--- src/rtl/music_pkg.sv ---
// Shared definitions for the voice mixer: pan codes and the mixer FSM states.
package music_pkg;

  localparam logic [1:0] PAN_CENTER = 2'b00;
  localparam logic [1:0] PAN_LEFT   = 2'b01;
  localparam logic [1:0] PAN_RIGHT  = 2'b10;
  localparam logic [1:0] PAN_HALF   = 2'b11;

  typedef enum logic [1:0] {
    StIdle  = 2'b00,
    StAccum = 2'b01,
    StDone  = 2'b10
  } state_e;

endpackage

--- src/rtl/voice_pan_gain.sv ---
// Per-voice left/right contribution from pan code, mute and mono/stereo mode.
module voice_pan_gain
  import music_pkg::*;
#(
  parameter int unsigned SAMPLE_W = 16
) (
  input  logic signed [SAMPLE_W-1:0] sample,
  input  logic        [1:0]          pan,
  input  logic                       mute,
  input  logic                       stereo_on,
  output logic signed [SAMPLE_W-1:0] left,
  output logic signed [SAMPLE_W-1:0] right
);

  always_comb begin
    left  = sample;
    right = sample;
    if (mute) begin
      left  = '0;
      right = '0;
    end else if (stereo_on) begin
      case (pan)
        PAN_LEFT:  right = sample >>> 2;
        PAN_RIGHT: left  = sample >>> 2;
        PAN_HALF: begin
          left  = sample >>> 1;
          right = sample >>> 1;
        end
        default: ;
      endcase
    end
  end

endmodule

--- src/rtl/stereo_voice_mixer.sv ---
// Sequential stereo mixer: snapshots all voices on start, accumulates one voice per
// cycle, then attenuates and saturates into registered left/right outputs.
module stereo_voice_mixer
  import music_pkg::*;
#(
  parameter int unsigned NUM_VOICES = 3,
  parameter int unsigned SAMPLE_W   = 16,
  parameter int unsigned ATTEN      = 1
) (
  input  logic                           clk,
  input  logic                           reset,
  input  logic                           start,
  input  logic                           stereo_on,
  input  logic [NUM_VOICES*SAMPLE_W-1:0] voice_samples,
  input  logic [NUM_VOICES*2-1:0]        voice_pan,
  input  logic [NUM_VOICES-1:0]          voice_mute,
  output logic [SAMPLE_W-1:0]            sample_left,
  output logic [SAMPLE_W-1:0]            sample_right,
  output logic                           sample_valid,
  output logic                           busy,
  output logic                           overrun
);

  localparam int unsigned ACC_W = SAMPLE_W + $clog2(NUM_VOICES) + 1;
  localparam int unsigned IDX_W = (NUM_VOICES > 1) ? $clog2(NUM_VOICES) : 1;
  localparam logic signed [ACC_W-1:0] SAT_MAX =
    {{(ACC_W-SAMPLE_W+1){1'b0}}, {(SAMPLE_W-1){1'b1}}};
  localparam logic signed [ACC_W-1:0] SAT_MIN =
    {{(ACC_W-SAMPLE_W+1){1'b1}}, {(SAMPLE_W-1){1'b0}}};

  state_e r_state, w_state_next;

  logic [NUM_VOICES*SAMPLE_W-1:0] r_samples;
  logic [NUM_VOICES*2-1:0]        r_pan;
  logic [NUM_VOICES-1:0]          r_mute;
  logic                           r_stereo;
  logic [IDX_W-1:0]               r_idx;
  logic signed [ACC_W-1:0]        r_acc_l, r_acc_r;
  logic [SAMPLE_W-1:0]            r_out_l, r_out_r;
  logic                           r_overrun;

  logic signed [SAMPLE_W-1:0] w_cur_sample, w_gain_l, w_gain_r;
  logic [1:0]                 w_cur_pan;
  logic                       w_cur_mute, w_accept, w_last;
  logic signed [ACC_W-1:0]    w_sum_l, w_sum_r, w_shift_l, w_shift_r;
  logic [SAMPLE_W-1:0]        w_sat_l, w_sat_r;

  assign w_accept = start && (r_state != StAccum);
  assign w_last   = (r_idx == IDX_W'(NUM_VOICES - 1));

  always_comb begin
    w_cur_sample = '0;
    w_cur_pan    = '0;
    w_cur_mute   = 1'b0;
    for (int i = 0; i < NUM_VOICES; i++) begin
      if (r_idx == IDX_W'(i)) begin
        w_cur_sample = r_samples[i*SAMPLE_W +: SAMPLE_W];
        w_cur_pan    = r_pan[2*i +: 2];
        w_cur_mute   = r_mute[i];
      end
    end
  end

  voice_pan_gain #(
    .SAMPLE_W(SAMPLE_W)
  ) u_gain (
    .sample   (w_cur_sample),
    .pan      (w_cur_pan),
    .mute     (w_cur_mute),
    .stereo_on(r_stereo),
    .left     (w_gain_l),
    .right    (w_gain_r)
  );

  assign w_sum_l   = r_acc_l + {{(ACC_W-SAMPLE_W){w_gain_l[SAMPLE_W-1]}}, w_gain_l};
  assign w_sum_r   = r_acc_r + {{(ACC_W-SAMPLE_W){w_gain_r[SAMPLE_W-1]}}, w_gain_r};
  assign w_shift_l = w_sum_l >>> ATTEN;
  assign w_shift_r = w_sum_r >>> ATTEN;

  always_comb begin
    w_sat_l = w_shift_l[SAMPLE_W-1:0];
    w_sat_r = w_shift_r[SAMPLE_W-1:0];
    if (w_shift_l > SAT_MAX) w_sat_l = SAT_MAX[SAMPLE_W-1:0];
    if (w_shift_l < SAT_MIN) w_sat_l = SAT_MIN[SAMPLE_W-1:0];
    if (w_shift_r > SAT_MAX) w_sat_r = SAT_MAX[SAMPLE_W-1:0];
    if (w_shift_r < SAT_MIN) w_sat_r = SAT_MIN[SAMPLE_W-1:0];
  end

  always_ff @(posedge clk) begin
    if (reset) r_state <= StIdle;
    else       r_state <= w_state_next;
  end

  always_comb begin
    w_state_next = r_state;
    case (r_state)
      StIdle:  if (start) w_state_next = StAccum;
      StAccum: if (w_last) w_state_next = StDone;
      StDone:  w_state_next = start ? StAccum : StIdle;
      default: w_state_next = StIdle;
    endcase
  end

  always_comb begin
    busy         = (r_state == StAccum);
    sample_valid = (r_state == StDone);
  end

  always_ff @(posedge clk) begin
    if (reset) begin
      r_samples <= '0;
      r_pan     <= '0;
      r_mute    <= '0;
      r_stereo  <= 1'b0;
      r_idx     <= '0;
      r_acc_l   <= '0;
      r_acc_r   <= '0;
      r_out_l   <= '0;
      r_out_r   <= '0;
      r_overrun <= 1'b0;
    end else begin
      if (start && r_state == StAccum) r_overrun <= 1'b1;
      if (w_accept) begin
        r_samples <= voice_samples;
        r_pan     <= voice_pan;
        r_mute    <= voice_mute;
        r_stereo  <= stereo_on;
        r_idx     <= '0;
        r_acc_l   <= '0;
        r_acc_r   <= '0;
      end else if (r_state == StAccum) begin
        r_acc_l <= w_sum_l;
        r_acc_r <= w_sum_r;
        r_idx   <= r_idx + IDX_W'(1);
        if (w_last) begin
          r_out_l <= w_sat_l;
          r_out_r <= w_sat_r;
        end
      end
    end
  end

  assign sample_left  = r_out_l;
  assign sample_right = r_out_r;
  assign overrun      = r_overrun;

endmodule

--- config.mk ---
export PLATFORM = sky130hd
export DESIGN_NAME = stereo_voice_mixer
export DESIGN_NICKNAME = d
export VERILOG_FILES = /design/src/rtl/music_pkg.sv /design/src/rtl/voice_pan_gain.sv /design/src/rtl/stereo_voice_mixer.sv
export SDC_FILE = /design/constraint.sdc
export NUM_CORES = 1
export LEC_CHECK = 0
export ABC_AREA = 1
export CAP_MARGIN = 15
export CORE_MARGIN = 10
export CORE_UTILIZATION = 55
export DETAILED_ROUTE_END_ITERATION = 6
export GPL_TIMING_DRIVEN = 0
export PLACE_DENSITY = 0.76
export SETUP_SLACK_MARGIN = 0.2
export SYNTH_ARGS = -nofsm -noshare
export SYNTH_HDL_FRONTEND = slang
export SYNTH_SLANG_ARGS = --single-unit
--- constraint.sdc ---
create_clock -name clk -period 7.85 [get_ports clk]
set_input_delay 1.9625 -clock clk [delete_from_list [all_inputs] [get_ports clk]]
set_output_delay 1.9625 -clock clk [all_outputs]
set_load 0.1 [all_outputs]
* After elaboration in Yosys (flattened, before gate mapping) *
Cells that the tools add are included.

cells by class
  reductions and logical operators = 7
  $lt $le $gt $ge = 4
  multiplexer cells = 23
  add/subtract/negate cells = 3
  equality and inequality tests = 10
  bitwise logic cells = 1

operators by type and width
  operator                                                          number
  two-way mux 16 bit                                                9
  one-hot mux 15 bit (2 select lines)                               2
  adder 19 bit                                                      2
  greater-than comparator 18 x 16 -> 1 bit (second input constant)  2
  less-than comparator 18 x 16 -> 1 bit (second input constant)     2
  two-way mux 15 bit                                                2
  two-way mux 2 bit                                                 5
  == test 2 bit (second input constant)                             4
  == test 2 x 1 -> 1 bit (second input constant)                    3
  one-hot mux 2 bit (3 select lines)                                1
  zero test 2 bit                                                   2
  two-way mux 1 bit                                                 4
  != test 2 x 1 -> 1 bit (second input constant)                    2
  AND reduction 3 bit                                               1
  adder 2 x 1 -> 2 bit (second input constant)                      1
  logical AND 1 bit                                                 2
  != test 2 bit (second input constant)                             1
  AND reduction 2 bit                                               1
  OR reduction 2 bit                                                1
  inverter 1 bit                                                    1

storage, ports and cells
  bits in registers = 133
  output and inout bits = 35
  bits of input ports = 61

* Longest topological paths before layout *
  depth in word-level cells = 12
  depth in mapped cells = 31
  gate-level depth less buffers = 29

* Cells and area by module *
A second synthesis with hierarchy kept.

unflattened totals
  cells, all modules = 1305
  area total of the unflattened synthesis = 8667.1 um^2

by module, submodules not included
  module              area each (um^2)  cells each  times used  seq. area each (um^2)
  stereo_voice_mixer  7759.9            1108        1           2662.6
  voice_pan_gain      907.1             197         1           0.0

* Least setup slack after synthesis *
Ideal clock, no wire load.

  path kind = reg-to-output
  from = register r_state[0]
  to = output busy
  data arrival time = 1810 ps
  path slack = 4078 ps
  required time = 5887 ps
  stages on the path, launching flop included = 5
  cell sequence = dfxtp_1 > inv_2 > nor2_2 > clkbuf_1 > buf_1

on the way
  longest elaborated chain between the ends = 1

RTL lines
  what                    line                       RTL
  from (decl)             stereo_voice_mixer.sv:31   state_e r_state, w_state_next;
  from (signal assigned)  stereo_voice_mixer.sv:90   if (reset) r_state <= StIdle;
  from (signal assigned)  stereo_voice_mixer.sv:91   else r_state <= w_state_next;
  == test 2 x 1 -> 1 bit  stereo_voice_mixer.sv:105  busy = (r_state == StAccum);
  to (decl)               stereo_voice_mixer.sv:20   output logic busy,

Every way passes these cells.

* Final worst setup path *
Ends and elaborated chain as after synthesis.

==> results.sh <==
export IMPL_status="complete, no violations"
export IMPL_routabilityCongestion=0.982
export IMPL_grt_max_degree=17
export IMPL_max_freq_mhz=193
export IMPL_multi_input_area_mm2=0.00478
export IMPL_ys_seq_area_frac=0.321
export IMPL_cts_resized=0
export IMPL_arrival_ns=3.23
export IMPL_finalHoldViolations=0
export IMPL_fin_crit_ns=5.19
export IMPL_clk_pin_slew_ns=0.06
export IMPL_rsz0062_at_grt="false"
export IMPL_root_buffer="clkbuf_16"
export IMPL_drc=0
export IMPL_hold_buffers=0
export IMPL_dp_hpwl_um=19000
export IMPL_finalClockSkew_ns=0.0108
export IMPL_synth_cells=1281
export IMPL_ios=96
export IMPL_first_pass_iters=5
export IMPL_routed_wirelength_um=24100
export IMPL_vias_per_cell=5.30
export IMPL_dieWidth_um=143
export IMPL_die_h_um=143
export IMPL_syn_avg_cell_area_um2=6.48
export IMPL_die_area_mm2=0.0204
export IMPL_cpMaxStageDelayCell="clkdlybuf4s50_1"
export IMPL_ys_warn_count=0
export IMPL_cts_max_level=4
export IMPL_seqCellArea_mm2=0.00266
export IMPL_finalCritPeriodShare=0.661
export IMPL_post_cts_setup_buffers=0
export IMPL_critPathMaxStageDelay_ns=1.25
export IMPL_p_leak_nw=5.08
export IMPL_syn_nets=1383
export IMPL_cp_cell_sequence="inv_2 > nor2_2 > clkbuf_1 > buf_1 > clkdlybuf4s50_1"
export IMPL_min_path_type="flop to flop"
export IMPL_fillers=1371
export IMPL_cts_sinks=133
export IMPL_peakVddDrop_mv=0.155
export IMPL_slew_viol_final=0
export IMPL_end_kind="primary output"
export IMPL_diodes=0
export IMPL_numCtsBuffers=17
export IMPL_drive_above_1_share=0.0775
export IMPL_rrSetupSlack_ns=3.17
export IMPL_port_buffers=94
export IMPL_grt_usage=0.234
export IMPL_grt_pass1_vias=7965
export IMPL_critPathRequiredTime_ns=5.89
export IMPL_clk_latency_ns=0.42
export IMPL_clockBufferDepth=2
export IMPL_fin_cells=1591
export IMPL_wl_per_cell_um=15.1
export IMPL_synthToLayoutAreaGrowth_pct=21.4
export IMPL_cp_start_kind="flop"
export IMPL_final_nets=1496
export IMPL_cap_violations=0
export IMPL_powerDensity_mw_per_mm2=206
export IMPL_antenna_found_initial=0
export IMPL_cts_tree="yes"
export IMPL_syn_cell_area_mm2=0.00830
export IMPL_placedCellCount=1559
export IMPL_max_slew_margin_rel=0.330
export IMPL_drtAntennaViolNets=0
export IMPL_tns_ns=0
export IMPL_grt_first_pass_wirelength_um=39000
export IMPL_worst_pin_slew_ns=1.00
export IMPL_grt_overflow=0
export IMPL_num_rows=44
export IMPL_via_count=8434
export IMPL_finalPower_mw=2.07
export IMPL_core_area_mm2=0.0146
export IMPL_ys_ff_latch=133
export IMPL_ys_types=38
export IMPL_worstSetupPathType="flop to primary output"
export IMPL_worstPathMaxFanout=10
export IMPL_start_util=0.567
export IMPL_setup_violations=0
export IMPL_drt_iter0_markers=532
power by group:
group / leakage (nW) / switching [mW] / total, mW / internal [mW]
clock network: 0.295 / 0.332 / 0.818 / 0.486
registers: 1.09 / 0.0229 / 0.737 / 0.714
logic: 3.70 / 0.339 / 0.517 / 0.177
total: 5.08 / 0.694 / 2.07 / 1.38
per-stage QoR:
stage / instance area, µm² / hold slack [ns] / setup slack [ns] / utilization
detailed placement: 9470 / 0.443 / 3.11 / 0.647
finish: 10100 / 0.451 / 2.66 / 0.688
floorplan: 8300 / 0.429 / 4.08 / -
CTS: 10100 / 0.452 / 2.66 / 0.688
global placement: 9470 / 0.436 / 3.09 / 0.647
global route: 10100 / 0.482 / 2.53 / 0.688
synth_stat cells:
cell / instances / share of area
buf_12: 2 / 0.0048
nor2_4: 2 / 0.0027
nand2_1: 346 / 0.16
clkbuf_1: 43 / 0.019
buf_1: 4 / 0.0018
buf_2: 8 / 0.0048
nor2_1: 164 / 0.074
fa_1: 2 / 0.0048
and3_1: 2 / 0.0015
buf_6: 1 / 0.0014
nand4_1: 1 / 0.00075
o21bai_1: 4 / 0.0036
o22ai_1: 15 / 0.011
a21oi_2: 20 / 0.021
nand3_1: 31 / 0.019
inv_2: 7 / 0.0032
inv_1: 149 / 0.067
buf_4: 1 / 0.00090
o21ai_0: 113 / 0.068
xnor2_1: 7 / 0.0074
a21oi_4: 1 / 0.0020
nor3b_1: 2 / 0.0018
a21boi_0: 2 / 0.0018
a211oi_1: 1 / 0.00090
o21a_1: 1 / 0.00090
nand3b_1: 4 / 0.0036
nor2_2: 1 / 0.00075
nor3_1: 2 / 0.0012
a22oi_1: 3 / 0.0027
o211ai_1: 30 / 0.027
dfxtp_1: 133 / 0.32
nand2_4: 8 / 0.011
a31oi_1: 2 / 0.0015
xor2_1: 17 / 0.018
nand2_2: 24 / 0.018
nand3_2: 2 / 0.0024
a21oi_1: 87 / 0.052
ha_1: 39 / 0.059
path summary, 6_finish.rpt:
check	start	endpoint	depth (start not counted)
setup / recovery	r_state[0]$_SDFFE_PP0P_	busy	5
hold / removal	overrun$_SDFFE_PP0P_	overrun$_SDFFE_PP0P_	2
setup reg to reg	r_idx[0]$_SDFFE_PP0P_	sample_left[13]$_SDFFE_PP0P_	26
hold reg to reg	overrun$_SDFFE_PP0P_	overrun$_SDFFE_PP0P_	2
cell usage in the layout (no fill, tap or decap), types with 31 or more instances in the layout:
cell / count
a21oi_1: 87
clkbuf_1: 43
clkdlybuf4s50_1: 94
dfxtp_1: 133
ha_1: 39
inv_1: 149
nand2_1: 346
nand3_1: 31
nor2_1: 164
o21ai_0: 113
worst max-delay path: cells and delay by family (launching register included):
family	cells	cell delay (ns)
buffers and inverters	4	2.26
DFF	1	0.35
and+or+nand+nor	1	0.19
sequential cells by signal, indices dropped and copies added (netlist names):
name	flops
r_mute	3
r_samples	48
r_pan	6
r_acc_r	19
overrun	1
r_state	2
sample_left	16
r_stereo	1
r_acc_l	19
sample_right	16
r_idx	2
cells by family after synthesis:
group / share of synthesized area
compound gates: 0.194
xor+xnor: 0.0253
fa+ha+maj: 0.0636
buf+inv: 0.104
flops: 0.321
simple gates: 0.293
cell type report:
class,count,share of cell area
Tap cell,184,0.0229
Multi-Input combinational cell,933,0.474
Timing Repair Buffer,94,0.0934
Inverter,156,0.0581
Buffer,59,0.0273
Clock buffer,18,0.0436
Sequential cell,133,0.264
Clock inverter,14,0.0161
routing by layer:
| layer | track usage | wire length (µm) | up-vias |
|---|---|---|---|
| met2 | 0.398 | 11300 | 257 |
| met5 | 0 | 0 | - |
| met3 | 0.0451 | 1390 | 42 |
| met1 | 0.289 | 10900 | 3812 |
| met4 | 0.0820 | 508 | 0 |
| li1 | - | - | 4323 |
Note: power is estimated with default switching activity, not from simulation.
